--- src/rtl/board_pkg.sv ---
// board_pkg: shared board timing defaults and counter-width helper.
// No ports; imported by debounce_channel and button_debounce.
package board_pkg;
    localparam int DEFAULT_N_BTN = 3;
    localparam int DEFAULT_DEBOUNCE_CYCLES = 120000;
    function automatic int cnt_width(input int cycles);
        return $clog2(cycles + 1);
    endfunction
endpackage

--- src/rtl/debounce_channel.sv ---
// debounce_channel: one button channel (synchronizer, stability counter, level, edge pulses).
// Ports: clk, rst (async active-high), raw_i (async pin), level_o (debounced state),
//        press_o / release_o (one-cycle pulses on accepted 0->1 / 1->0).
module debounce_channel
    import board_pkg::*;
#(
    parameter int DEBOUNCE_CYCLES = DEFAULT_DEBOUNCE_CYCLES,
    parameter bit ACTIVE_LOW = 1'b0
) (
    input  logic clk,
    input  logic rst,
    input  logic raw_i,
    output logic level_o,
    output logic press_o,
    output logic release_o
);
    localparam int CW = cnt_width(DEBOUNCE_CYCLES);
    localparam logic [CW-1:0] LAST = CW'(DEBOUNCE_CYCLES - 1);
    logic [1:0] sync_q, sync_d;
    logic [CW-1:0] cnt_q, cnt_d;
    logic level_q, level_d, press_q, press_d, release_q, release_d;
    logic differ, accept;
    always_comb begin
        sync_d = {sync_q[0], raw_i ^ ACTIVE_LOW};
        differ = sync_q[1] != level_q;
        // accepting on the last count clears the counter in the same edge
        accept = differ && (cnt_q == LAST);
        cnt_d = (differ && !accept) ? cnt_q + 1'b1 : '0;
        level_d = accept ? sync_q[1] : level_q;
        press_d = accept && sync_q[1];
        release_d = accept && !sync_q[1];
    end
    always_ff @(posedge clk or posedge rst) begin
        if (rst) begin
            sync_q <= '0;
            cnt_q <= '0;
            level_q <= 1'b0;
            press_q <= 1'b0;
            release_q <= 1'b0;
        end else begin
            sync_q <= sync_d;
            cnt_q <= cnt_d;
            level_q <= level_d;
            press_q <= press_d;
            release_q <= release_d;
        end
    end
    assign level_o = level_q;
    assign press_o = press_q;
    assign release_o = release_q;
endmodule

--- src/rtl/button_debounce.sv ---
// button_debounce: N_BTN independent debounced button channels.
// Ports: clk, rst (async active-high), btn_raw (async pins), btn_level (debounced state),
//        btn_press / btn_release (one-cycle pulses per channel).
module button_debounce
    import board_pkg::*;
#(
    parameter int N_BTN = DEFAULT_N_BTN,
    parameter int DEBOUNCE_CYCLES = DEFAULT_DEBOUNCE_CYCLES,
    parameter bit ACTIVE_LOW = 1'b0
) (
    input  logic             clk,
    input  logic             rst,
    input  logic [N_BTN-1:0] btn_raw,
    output logic [N_BTN-1:0] btn_level,
    output logic [N_BTN-1:0] btn_press,
    output logic [N_BTN-1:0] btn_release
);
    for (genvar g = 0; g < N_BTN; g++) begin : g_ch
        debounce_channel #(
            .DEBOUNCE_CYCLES(DEBOUNCE_CYCLES),
            .ACTIVE_LOW(ACTIVE_LOW)
        ) u_ch (
            .clk(clk),
            .rst(rst),
            .raw_i(btn_raw[g]),
            .level_o(btn_level[g]),
            .press_o(btn_press[g]),
            .release_o(btn_release[g])
        );
    end
endmodule

--- config.mk ---
export PLATFORM = sky130hd
export DESIGN_NAME = button_debounce
export DESIGN_NICKNAME = d
export VERILOG_FILES = /design/src/rtl/board_pkg.sv /design/src/rtl/debounce_channel.sv /design/src/rtl/button_debounce.sv
export SDC_FILE = /design/constraint.sdc
export NUM_CORES = 1
export LEC_CHECK = 0
export CAP_MARGIN = 20
export CORE_AREA = 2 2 74 76
export CTS_CLUSTER_DIAMETER = 30
export CTS_CLUSTER_SIZE = 24
export DETAILED_ROUTE_END_ITERATION = 7
export DIE_AREA = 0 0 76 78
export PLACE_DENSITY = 0.88
export SYNTH_ARGS = -nofsm -noshare
export SYNTH_HDL_FRONTEND = slang
export SYNTH_SLANG_ARGS = --single-unit
--- constraint.sdc ---
create_clock -name clk -period 3.4 [get_ports clk]
set_input_delay 0.68 -clock clk [delete_from_list [all_inputs] [get_ports clk]]
set_output_delay 0.68 -clock clk [all_outputs]
set_load 0.01 [all_outputs]
## Word level (Yosys, flattened, before mapping)

Index checks and enable logic that the tools add are counted.

- Bits in registers: 66
- Input bits: 5

- Add/sub/neg operators: 3
- Equality and inequality tests: 6
- Mux-type cells: 3
- Reduce and logical (&&, ||, !) cells: 18

Operators with widths:

| kind | number |
|---|---|
| $add A17 B1 Y17 const B | 3 |
| $eq A17 B17 Y1 const B | 3 |
| $mux W17 | 3 |
| $logic_and A1 B1 Y1 | 12 |
| $logic_not A1 Y1 | 6 |
| $ne A1 B1 Y1 | 3 |

## Depth between registers and ports, before layout

- Depth after elaboration: 5
- Depth in mapped cells: 6
- Gate-level depth less buffers: 5

## By module

From an unflattened synthesis, not the netlist that was laid out.

- Cells, all modules: 285
- Area total of the unflattened synthesis: 3111.7 um2

Modules (own cells, without submodules):

| module | times used | cells an instance | area an instance (um2) |
|---|---|---|---|
| debounce_channel | 3 | 95 | 1037.2 |

## Worst setup path after synthesis

No wires, ideal clock.

- Path type: reg-to-reg
- Start point: register g_ch[0].u_ch.cnt_q[11]
- End point: register g_ch[0].u_ch.level_q
- Data arrival time: 1750 ps
- Data required time: 3275 ps
- Setup slack: 1525 ps
- Stages on the path, launching flop included: 4
- Buffers on the path: 0
- Clock period less this slack: 1875 ps
- Path through: dfrtp_1 -> or4b_4 -> or4_4 -> mux2_4

- Cells in the longest elaborated chain, start to end: 2

RTL lines:

| item | RTL line | source |
|---|---|---|
| from (decl) | debounce_channel.sv:20 | `logic [CW-1:0] cnt_q, cnt_d;` |
| from (signal assigned) | debounce_channel.sv:42 | `cnt_q <= cnt_d;` |
| $eq A17 B17 Y1 | debounce_channel.sv:27 | `accept = differ && (cnt_q == LAST);` |
| $logic_and A1 B1 Y1 | debounce_channel.sv:27 |  |
| to (signal assigned) | debounce_channel.sv:43 | `level_q <= level_d;` |
| to (decl) | debounce_channel.sv:21 | `logic level_q, level_d, press_q, press_d, release_q, release_d;` |

No other way between the ends.
A chain may end at the register's enable or synchronous reset.

## Worst setup path in the final report

- Start point: register g_ch[1].u_ch.level_q
- End point: output port btn_level[1]

RTL lines:

| item | RTL line | source |
|---|---|---|
| from (decl) | debounce_channel.sv:21 |  |
| from (signal assigned) | debounce_channel.sv:43 |  |
| to (decl) | button_debounce.sv:14 | `output logic [N_BTN-1:0] btn_level,` |

No word-level cell between the ends.

==> impl_results.md <==
* Status: finished clean
* Reg2Reg Setup Slack at 1.44 ns
* CTS Root Cell: clkbuf_8
* R2R depth at 4
* Synth area leaders: dfrtp_1 52%, xnor2_1 7.5%, nor2_1 6.0%
* ANT nets after route at 0
* Post-Place Cell Area at 3310 µm²
* Skew final at roughly 0.0093 ns
* Crit path depth at 1
* Crit path buffers/inverters at 1
* Worst hold slack at around 0.36 ns
* Overall Global Routing Usage at a little under a quarter
* Vias per cell at around 5.9
* WL per Instance at 15.5 µm
* DIE AREA at 5930 µm²
* Worst Setup Path Type: reg -> out
* Least-Margin Pin Slew at about 0.63 ns
* Pwr dens at roughly 430 nW/µm²
* First-pass GRT wire length at roughly 11 mm
* PostCTS Resize Cnt at 0
* Worst R2R End: g_ch[1].u_ch.cnt_q[16]
* Drt pass-1 iters at 4
* Crit-path max FO at 5
* Clk buf depth at 2
* CP Cell Sequence: clkdlybuf4s50_1
* CP Launch Point: g_ch[1].u_ch.level_o
* Nets at around 320
* Number of synthesized flops with an enable pin at 0
* Final setup fails at 0
* Synth warn at 0
* Commonest non-fill, non-tap cell in the layout: dfrtp_1
* R2r startpoint: g_ch[1].u_ch.cnt_q[8]
* GRT overflow at 0
* Slew headroom at roughly 58%
* Initial core utilization at 62.9%
* Worst Path Arrival at between 1 and 1.5 ns
* Post-CTS setup buffer count at 0
* Final Instance Area at 3510 µm²
* Worst setup endpoint: btn_level[1]
* Initial drt markers at approximately 100
* PortBufs at 13
* Antenna violations before repair at 0
* Fin. Hold Viols at 0
* Seq/Total Area, Yosys at a little over half
* Fin. max-slew vios at 0
* Synth Net Count at slightly above 300
* # diodes at 0
* Post-placement cell count at 374
* Worst skew pair latency at ~0.35 ns
* Clock-pin slew on the worst setup and hold paths at 0.08 ns
* Number of vias in the routed layout at around 2,300
* H-tree lvl count at 3
* Die Ht at approximately 80 µm
* Slowest cell on crit path: clkdlybuf4s50_1
* TNS Setup at 0 ns
* Final Worst Setup Slack at 1.33 ns
* Final GP Congestion at 0.922
* Required @ worst endpoint at approximately 2.7 ns
* Leakage at approximately 1.4 nW
* Largest net degree at the start of global routing at 30
* Synth Register Bits at between 60 and 70
* Final core occ at between 60% and 70%
* Synth Cell Area at 3170 µm²
* Most frequently used flop master after synthesis: dfrtp_1
* Layout cells sized above 1 at under 10%
* Num CTS Buffers at 9
* Max IR drop VDD at around 0.42 mV
* RSZ-0062 raised after global routing: false
* Synth cell types at 42
* CTS Hold Bufs at 0
* Post-DP HPWL at roughly 4.0 mm
* CP top delay family: buffers and inverters
* Non-filler cells, final at between 300 and 400
* Slowest stage delay, CP at roughly 0.58 ns
* Hold Path Class: reg -> reg
* # DRC at 0
* Post-synth ARST share at 100%
* Die Wd at ~76 µm
* Part of the cycle the worst path needs at slightly above 60%
* Mapped Cells at 303
* Core Region at roughly 5000 µm²
* Mapped Avg Cell Area at between 10 and 15 µm²
* Sink Count at 66
* Fin crit period at 2.07 ns
* Commonest non-fill, non-tap cells in the layout: 66 x dfrtp_1, 51 x nor2_1, 27 x xnor2_1
* # rows at 26
* Top cell type's share of synthesized area at a little over half
* Max-Cap Viols at 0
* Critical Path End Type: output port
* Critical Path Source Type: flip-flop
* Vias in the first global route at between 2,000 and 2,500
* CTS tree: built
* Setup Slack @ Placement at roughly 1.5 ns
* Final WL at just over 6 mm
* Total Power at around 1.5 mW
* Synthesis-to-layout area growth at 10.7%
* Largest area contributor in the netlist: dfrtp_1
* # IOs at 14
* FMAX at roughly 480 MHz
worst min path at each step:
stage | start | endpoint | cells past startpoint
after floorplan | g_ch[0].u_ch.sync_q[0] | g_ch[0].u_ch.sync_q[1] | 0
after global placement | g_ch[2].u_ch.sync_q[0] | g_ch[2].u_ch.sync_q[1] | 0
after detailed placement | g_ch[2].u_ch.sync_q[0] | g_ch[2].u_ch.sync_q[1] | 0
after CTS | g_ch[0].u_ch.sync_q[0] | g_ch[0].u_ch.sync_q[1] | 0
after global routing | g_ch[1].u_ch.sync_q[0] | g_ch[1].u_ch.sync_q[1] | 0
final | g_ch[0].u_ch.sync_q[0] | g_ch[0].u_ch.sync_q[1] | 0
cells in the mapped netlist, types with 3 or more instances:
cell	count
xnor2_1	27
nand2_1	16
or3_1	3
and4_1	5
a21oi_1	3
dfrtp_1	66
inv_1	9
xor2_1	16
or4_1	3
and3_1	3
buf_4	9
nand4_1	15
ha_1	3
nor4_1	11
nor2_1	51
nor3b_1	6
nor3_1	9
nand3_1	17
power by group:
group	internal (mW)	total, mW	switching [mW]
Sequential	0.797	0.809	0.0127
Clock	0.343	0.663	0.320
Combinational	0.0167	0.0496	0.0329
metal layers:
metal / global-route usage [%] / up-vias / part of all wire, %
met1: 29.2 / 1156 / 43
met4: 8.91 / 0 / 1.7
li1: - / 1079 / -
met2: 37.1 / 64 / 50
met3: 6.28 / 12 / 4.6
met5: 0 / - / 0
state kept, by name, summed over array words and instances (netlist names):
register,flops
g_ch.u_ch.cnt_q,51
g_ch.u_ch.level_o,3
g_ch.u_ch.press_o,3
g_ch.u_ch.release_o,3
g_ch.u_ch.sync_q,6
area by class of cell:
type / instances / area, µm²
multi-input combinational: 214 / 1390
tap: 70 / 87.6
timing repair buffer: 15 / 145
fill: 364 / 1530
clock inverter: 7 / 78.8
sequential: 66 / 1650
clock buffer: 9 / 124
inverter: 9 / 33.8
kinds of logic (layout without fill, tap and decap cells):
family / after synthesis / in the layout / share of synthesized area [%]
AND/OR/NAND/NOR: 155 / 155 / 26.8
buffers and inverters: 23 / 40 / 4.11
AO/OA/AOI/OAI: 9 / 9 / 2.33
multiplexers: 4 / 4 / 1.62
flip-flops: 66 / 66 / 52.1
XOR/XNOR: 43 / 43 / 11.9
adder cells (fa/ha/maj): 3 / 3 / 1.18
Note: power is estimated with default switching activity, not from simulation.
